### src/rtl/shift_arb_pkg.sv
// rtl/shift_arb_pkg.sv - shared ALU types for the shift arbiter and shift unit
package shift_arb_pkg;

  localparam int REQ_ID_W = 1;
  localparam int DATA_W   = 32;
  localparam int SHAMT_W  = $clog2(DATA_W);

  typedef struct packed {
    logic [DATA_W-1:0]  data;
    logic [SHAMT_W-1:0] shamt;
    logic               shope;
  } shift_req_t;

  typedef enum logic {
    SH_RIGHT = 1'b0,
    SH_LEFT  = 1'b1
  } shift_dir_e;

endpackage

### src/rtl/shift.sv
// rtl/shift.sv - combinational logical left/right shifter, zero fill
module shift
  import shift_arb_pkg::*;
#(
  parameter  int WIDTH       = 32,
  localparam int SHAMT_WIDTH = $clog2(WIDTH)
) (
  input  logic [WIDTH-1:0]       data,
  input  logic [SHAMT_WIDTH-1:0] shamt,
  input  logic                   shope,
  output logic [WIDTH-1:0]       result
);

  // Out-of-range amounts only exist when WIDTH is not a power of two.
  always_comb begin
    result = '0;
    if ({1'b0, shamt} < (SHAMT_WIDTH + 1)'(WIDTH)) begin
      if (shift_dir_e'(shope) == SH_LEFT) begin
        result = data << shamt;
      end else begin
        result = data >> shamt;
      end
    end
  end

endmodule

### src/rtl/shift_arb.sv
// rtl/shift_arb.sv - round-robin two-port arbiter sharing one shift unit
module shift_arb
  import shift_arb_pkg::*;
#(
  parameter  int WIDTH       = 32,
  localparam int SHAMT_WIDTH = $clog2(WIDTH)
) (
  input  logic                   clk,
  input  logic                   rst_n,
  input  logic                   req0_valid,
  output logic                   req0_ready,
  input  logic [WIDTH-1:0]       req0_data,
  input  logic [SHAMT_WIDTH-1:0] req0_shamt,
  input  logic                   req0_shope,
  input  logic                   req1_valid,
  output logic                   req1_ready,
  input  logic [WIDTH-1:0]       req1_data,
  input  logic [SHAMT_WIDTH-1:0] req1_shamt,
  input  logic                   req1_shope,
  output logic                   rsp_valid,
  input  logic                   rsp_ready,
  output logic [WIDTH-1:0]       rsp_data,
  output logic                   rsp_id
);

  logic                   rsp_valid_q, rsp_valid_d;
  logic [WIDTH-1:0]       rsp_data_q, rsp_data_d;
  logic [REQ_ID_W-1:0]    rsp_id_q, rsp_id_d;
  logic [REQ_ID_W-1:0]    rr_last_q, rr_last_d;

  logic                   slot_free;
  logic                   any_valid;
  logic [REQ_ID_W-1:0]    grant_id;
  logic                   xfer;
  logic [WIDTH-1:0]       sel_data;
  logic [SHAMT_WIDTH-1:0] sel_shamt;
  logic                   sel_shope;
  logic [WIDTH-1:0]       shift_result;

  // The output register may be refilled in the same cycle it drains.
  assign slot_free = !rsp_valid_q || rsp_ready;
  assign any_valid = req0_valid || req1_valid;
  assign xfer      = slot_free && any_valid;

  always_comb begin
    grant_id = '0;
    if (req0_valid && req1_valid) begin
      grant_id = ~rr_last_q;
    end else if (req1_valid) begin
      grant_id = 1'b1;
    end
  end

  assign req0_ready = slot_free && req0_valid && (grant_id == 1'b0);
  assign req1_ready = slot_free && req1_valid && (grant_id == 1'b1);

  always_comb begin
    sel_data  = req0_data;
    sel_shamt = req0_shamt;
    sel_shope = req0_shope;
    if (grant_id == 1'b1) begin
      sel_data  = req1_data;
      sel_shamt = req1_shamt;
      sel_shope = req1_shope;
    end
  end

  shift #(
    .WIDTH(WIDTH)
  ) u_shift (
    .data  (sel_data),
    .shamt (sel_shamt),
    .shope (sel_shope),
    .result(shift_result)
  );

  // Data and id deliberately hold after a drain; only valid clears.
  always_comb begin
    rsp_valid_d = rsp_valid_q;
    rsp_data_d  = rsp_data_q;
    rsp_id_d    = rsp_id_q;
    rr_last_d   = rr_last_q;
    if (xfer) begin
      rsp_valid_d = 1'b1;
      rsp_data_d  = shift_result;
      rsp_id_d    = grant_id;
      rr_last_d   = grant_id;
    end else if (rsp_valid_q && rsp_ready) begin
      rsp_valid_d = 1'b0;
    end
  end

  always_ff @(posedge clk or negedge rst_n) begin
    if (!rst_n) begin
      rsp_valid_q <= 1'b0;
      rsp_data_q  <= '0;
      rsp_id_q    <= '0;
      rr_last_q   <= 1'b1;
    end else begin
      rsp_valid_q <= rsp_valid_d;
      rsp_data_q  <= rsp_data_d;
      rsp_id_q    <= rsp_id_d;
      rr_last_q   <= rr_last_d;
    end
  end

  assign rsp_valid = rsp_valid_q;
  assign rsp_data  = rsp_data_q;
  assign rsp_id    = rsp_id_q;

endmodule

### config.mk
export PLATFORM = sky130hd
export DESIGN_NAME = shift_arb
export DESIGN_NICKNAME = d
export VERILOG_FILES = /design/src/rtl/shift_arb_pkg.sv /design/src/rtl/shift.sv /design/src/rtl/shift_arb.sv
export SDC_FILE = /design/constraint.sdc
export NUM_CORES = 1
export LEC_CHECK = 0
export CORE_ASPECT_RATIO = 0.6
export CORE_MARGIN = 2
export CORE_UTILIZATION = 55
export CTS_CLUSTER_SIZE = 28
export DETAILED_ROUTE_END_ITERATION = 7
export PLACE_DENSITY = 0.84
export SYNTH_ARGS = -nofsm -noshare
export SYNTH_HDL_FRONTEND = slang
export SYNTH_HIERARCHICAL = 1
export SYNTH_SLANG_ARGS = --single-unit
### constraint.sdc
create_clock -name clk -period 4.85 [get_ports clk]
set_input_delay 0.485 -clock clk [delete_from_list [all_inputs] [get_ports clk]]
set_output_delay 0.485 -clock clk [all_outputs]
set_load 0.02 [all_outputs]
==> impl_metrics.py, run 1 <==
metrics = {
    "global_routing": {
        "grtUsageTotal": 0.3840,
        "overflow": 0,
        "antenna_found_initial": 0,
        "grt_pass1_vias": 5392,
        "grt_pass1_wl_um": 31310,
        "grt_start_max_net_pins": 55,
    },
    "run_status": {
        "status": "complete, no violations",
    },
    "route": {
        "ant_nets": 0,
        "vias": 5797,
        "highest_layer": "met4",
        "dr.pass1.iters": 5,
        "wl_met3_um": 3375,
        "wl_um": 21060,
        "vias_per_cell": 7.130,
        "wl_per_cell_um": 25.90,
        "drtIter0Drc": 928,
        "wl_met1_um": 8398,
        "wl_met2_um": 8485,
        "drc": 0,
    },
    "timing": {
        "rsz0062_at_grt": "no",
        "worst_slew_pin_slew_ns": 0.9717,
        "final_max_slew_viol_count": 0,
        "timing.final.crit_share": 0.8373,
        "period_needed_ns": 4.061,
        "setup_viol": 0,
        "final.setup.tns_ns": 0,
        "finClkSkew_ns": 0.004880,
        "fmax_mhz": 246.2,
        "holdWs_ns": 0.5058,
        "hold_violations": 0,
        "slew_headroom": 0.3453,
        "worst_slack_ns": 0.7890,
    },
    "clocking": {
        "clk_pin_slew_ns": 0.06,
        "cts_hold_buf": 0,
        "cts_inserted_buffers": 5,
        "worstSkewPairLatency_ns": 0.28,
        "cts_tree": "yes",
        "cts_sinks": 35,
        "htree_levels": 2,
        "clock-root-buffer": "clkbuf_16",
        "cts_buffer_depth": 2,
        "post_cts_buffers": 0,
        "cts_resized": 0,
    },
    "yosys": {
        "netlist.area_leader.share": 0.1788,
        "synth-seq-cells": 35,
        "synth.area.top_cells": "mux2_2, dfrtp_1, mux4_2",
        "yosys_warnings": 6,
        "netlist_instances": 596,
        "synth_area_per_cell_um2": 9.191,
        "seq_area_frac_synth": 0.1601,
        "synth_area_mm2": 0.005478,
        "yosysTopAreaCell": "mux2_2",
        "synth_cell_types": 65,
        "synth_edf_count": 0,
        "synth_flop_cell": "dfrtp_1",
        "syn_nets": 677,
        "synthArstFlopShare": 1.000,
    },
    "critical_path": {
        "critical-path-top-delay-family": "multiplexers",
        "required_ns": 5.02,
        "path_cells": "clkdlybuf4s50_1 > a21boi_4 > buf_12 > mux2_4 > inv_2 > mux2i_1 > or3_1 > o21ai_0 > a221o_1 > mux2_2",
        "path_class": "input pin to flip-flop",
        "cp-start-kind": "input pin",
        "cp.buffers_inverters": 3,
        "critPathMaxStageDelay_ns": 0.72,
        "path_max_fanout": 38,
        "cp.arrival_ns": 4.23,
        "cp-end-kind": "flip-flop",
        "cp_slowest_cell": "mux2i_1",
    },
    "final_layout": {
        "multi_input_area_mm2": 0.004239,
        "nNetsFinal": 759,
        "drive_gt1_frac": 0.2286,
        "seq_area_um2": 877.1,
        "antennaDiodeCount": 0,
        "area_growth_pct": 23.07,
        "fillers": 783,
        "final_util": 0.6897,
    },
    "place": {
        "io_buffers": 116,
        "finalWeightedCongestion": 1.097,
        "post-place-ws_ns": 0.6013,
        "place_hpwl_um": 16130,
    },
    "pwr": {
        "powerDensity_mw_per_mm2": 321.3,
        "ir_drop_v": 0.0002660,
        "total_leakage_power_uw": 0.002688,
        "finalPower_uw": 2166,
    },
    "floorplan": {
        "fp.dieArea_mm2": 0.01080,
        "die_w_um": 132.8,
        "die_h_um": 81.31,
        "num_rows": 28,
        "core_mm2": 0.009774,
        "ioPinCount": 117,
        "start_util": 0.5604,
    },
    "run": {
        "max_cap_viol_count": 0,
    },
    "hold_path": {
        "min_path_type": "flip-flop to flip-flop",
    },
}
## synthesized netlist by cell type, drive strengths merged, types with 6 or more instances
library cell,instances
mux4,32
mux2i,55
o21ai,27
mux2,98
a22oi,18
nor2,44
clkbuf,23
a21oi,15
nor2b,7
nand2b,6
nand3,21
buf,34
nand2,72
a22o,6
o22ai,10
a221oi,9
o211ai,18
dfrtp,34
## stage by stage
stage	instance area, um2	instances
floorplan	5478	596
global placement	6598	806
detailed placement	6598	806
CTS	6741	813
global route	6741	813
finish	6741	813
## sequential cells by signal (all words and copies together), names as in the netlist
signal     cells
rsp_id         1
rr_last_q      1
rsp_data      32
rsp_valid      1
## power breakdown
group / switching (uW) / internal [uW]
Clock: 127 / 201
Sequential: 51.2 / 376
Combinational: 790 / 620
## worst paths after layout
| check | start | end | slack (ns) | depth (start not counted) |
|---|---|---|---|---|
| max | req1_valid | rsp_data[24] | 0.79 | 10 |
| min | rsp_data[27] | rsp_data[27] | 0.51 | 1 |
| max reg2reg | rr_last_q | rsp_data[24] | 1.21 | 8 |
| min reg2reg | rsp_data[27] | rsp_data[27] | 0.51 | 1 |
| max in group asynchronous | rst_n | rr_last_q | 3.87 | 2 |
| min in group asynchronous | rst_n | rsp_data[18] | 0.62 | 2 |
## cell families after synthesis
family / synth area share
AO/OA/AOI/OAI: 0.1839
AND/OR/NAND/NOR: 0.1412
flip-flops: 0.1601
buffers and inverters: 0.06738
multiplexers: 0.4475
## cell usage in the layout (no fill, tap or decap), types with 15 or more instances in the layout
| cell | synthesis | final |
|---|---|---|
| dfrtp_1 | 34 | 34 |
| o21ai_0 | 21 | 21 |
| nand2_1 | 72 | 72 |
| a21oi_1 | 15 | 15 |
| clkdlybuf4s50_1 | 0 | 116 |
| nand3_1 | 21 | 21 |
| nor2_1 | 44 | 44 |
| a22oi_1 | 18 | 18 |
| o211ai_1 | 18 | 18 |
| buf_4 | 4 | 15 |
| mux4_2 | 25 | 25 |
| mux2i_1 | 54 | 54 |
| mux2_2 | 87 | 87 |
## area by class of cell
type,instances,share of cell area
clock buffer,6,0.02060
clock inverter,1,0.0007424
inverter,5,0.002784
multi-input combinational,499,0.6288
sequential,35,0.1301
tap,135,0.02506
timing repair buffer,132,0.1919
## routing by layer
layer | vias to the layer above | track usage
met3 | 67 | 0.1660
met4 | 0 | 0.1269
met2 | 490 | 0.5632
met1 | 2764 | 0.5090
met5 | - | 0
li1 | 2476 | -
## worst reg2reg max path: stages (launching register included)
cell and delay (ns):
dfstp_2 0.57, a21boi_4 0.08, mux2_4 0.73, mux4_1 0.71, mux2i_1 0.63, or3_1 0.19
o21ai_0 0.07, a221o_1 0.29, mux2_2 0.26
(Power assumes the default switching activity.)
==> inputs of run 2 (changes only) <==
CORE_UTILIZATION = 53   (was 55)
PLACE_DENSITY = 0.82   (was 0.84)
clock period = 3.8 ns   (was 4.85 ns; I/O delays follow)
==> impl_metrics.py, run 2 (synthesis gave the netlist of run 1 again) <==
metrics = {
    "timing": {
        "final_max_slew_viol_count": 0,
        "worst_slew_pin_slew_ns": 0.8423,
        "finClkSkew_ns": 0.006517,
        "setup_viol": 0,
        "final.setup.tns_ns": 0,
        "period_needed_ns": 3.442,
        "timing.final.crit_share": 0.9059,
        "fmax_mhz": 290.5,
        "hold_violations": 0,
        "rsz0062_at_grt": "no",
        "slew_headroom": 0.4224,
    },
    "floorplan": {
        "start_util": 0.5506,
        "num_rows": 28,
        "core_mm2": 0.009950,
        "ioPinCount": 117,
        "fp.dieArea_mm2": 0.01119,
        "die_h_um": 82.75,
        "die_w_um": 135.2,
    },
    "clocking": {
        "cts_sinks": 35,
        "post_cts_buffers": 0,
        "cts_resized": 0,
        "cts_hold_buf": 0,
        "clock-root-buffer": "clkbuf_16",
        "clk_pin_slew_ns": 0.05,
        "cts_inserted_buffers": 5,
        "cts_tree": "yes",
        "cts_buffer_depth": 2,
        "worstSkewPairLatency_ns": 0.28,
        "htree_levels": 2,
    },
    "final_layout": {
        "nNetsFinal": 806,
        "area_growth_pct": 30.31,
        "layout_common_cells": "clkdlybuf4s50_1, mux2_2, nand2_1, buf_4, mux2i_1",
        "antennaDiodeCount": 0,
        "largest_reg_flops": 32,
        "fillers": 743,
        "layout_commonest_cell": "clkdlybuf4s50_1",
        "drive_gt1_frac": 0.2769,
    },
    "route": {
        "vias_per_cell": 7.058,
        "wl_um": 21470,
        "dr.pass1.iters": 7,
        "wl_per_cell_um": 24.93,
        "ant_nets": 0,
        "drtIter0Drc": 981,
        "drc": 0,
        "vias": 6077,
    },
    "global_routing": {
        "antenna_found_initial": 0,
        "overflow": 0,
        "grt_start_max_net_pins": 36,
        "grt_pass1_vias": 5555,
        "grt_pass1_wl_um": 31860,
        "grtUsageTotal": 0.3824,
    },
    "pwr": {
        "clkPwrFrac": 0.139,
        "sw_frac_of_total": 0.4376,
        "powerDensity_mw_per_mm2": 399.7,
        "p_int_uw": 1604,
        "finalPower_uw": 2853,
        "pwr-share-seq": 0.192,
        "ir_drop_v": 0.0002947,
        "switchingPower_uw": 1248,
        "p_comb_frac": 0.669,
        "total_leakage_power_uw": 0.002932,
    },
    "critical_path": {
        "required_ns": 3.96,
        "cp.buffers_inverters": 3,
        "cp-end-kind": "flip-flop",
        "cp.arrival_ns": 3.60,
        "path_max_fanout": 26,
        "critPathMaxStageDelay_ns": 0.49,
        "critical-path-top-delay-family": "multiplexers",
        "cp_slowest_cell": "mux4_2",
        "path_class": "input pin to flip-flop",
        "cp-start-kind": "input pin",
        "path_cells": "clkdlybuf4s50_1 > a21boi_4 > mux2_4 > buf_12 > buf_4 > mux4_2 > mux2_2 > a22o_1 > nand2_1 > nand4_1 > mux2_2",
        "crit_path_frequent_cell": "mux2_2",
    },
    "place": {
        "finalWeightedCongestion": 1.120,
        "place_hpwl_um": 16770,
        "io_buffers": 116,
    },
    "hold_path": {
        "min_path_type": "flip-flop to flip-flop",
    },
    "run": {
        "max_cap_viol_count": 0,
    },
    "run_status": {
        "status": "complete, no violations",
    },
}
run 2: worst paths after layout:
kind                       cells past startpoint  slack, ns           end          from
max in group asynchronous                      2       2.92     rr_last_q         rst_n
hold / removal                                 1       0.49  rsp_data[21]  rsp_data[21]
setup reg to reg                              10       0.59  rsp_data[30]     rr_last_q
hold reg to reg                                1       0.49  rsp_data[21]  rsp_data[21]
setup / recovery                              11       0.36  rsp_data[30]    req1_valid
min in group asynchronous                      2       0.52   rsp_data[0]         rst_n
run 2: power by group through the flow:
stage	Combinational (uW)	Clock [uW]	Sequential (uW)
after floorplan	984	0	666
after global placement	1820	0	543
after detailed placement	1840	0	549
after CTS	1850	398	546
after global routing	1990	412	558
final	1910	397	546
run 2: area by class of cell:
type	count	area [um2]	share of cell area
Timing Repair Buffer	179	1697	0.2377
Inverter	5	18.77	0.002629
Tap cell	135	168.9	0.02366
Sequential cell	35	877.1	0.1229
Multi-Input combinational cell	499	4239	0.5939
Clock buffer	7	132.6	0.01858
Clock inverter	1	5.005	0.0007011
run 2: routing by layer:
layer / vias to the layer above / track usage / part of all wire
met2: 558 / 0.5487 / 0.39
met5: - / 0 / 0
met1: 2872 / 0.5181 / 0.40
li1: 2563 / - / -
met4: 0 / 0.1167 / 0.034
met3: 84 / 0.1685 / 0.18
run 2: through the flow:
| step | utilization | instance area (um2) | setup slack (ns) | std cells | hold slack [ns] |
|---|---|---|---|---|---|
| 2_1_floorplan | - | 5478 | 0.8107 | 596 | 0.08441 |
| 3_3_place_gp | 0.7036 | 7000 | 0.2082 | 853 | 0.4694 |
| 3_5_place_dp | 0.7036 | 7000 | 0.1643 | 853 | 0.4802 |
| 4_1_cts | 0.7174 | 7138 | 0.4118 | 861 | 0.4922 |
| 5_1_grt | 0.7174 | 7138 | 0.3097 | 861 | 0.5156 |
| 6_report | 0.7174 | 7138 | 0.3576 | 861 | 0.4919 |
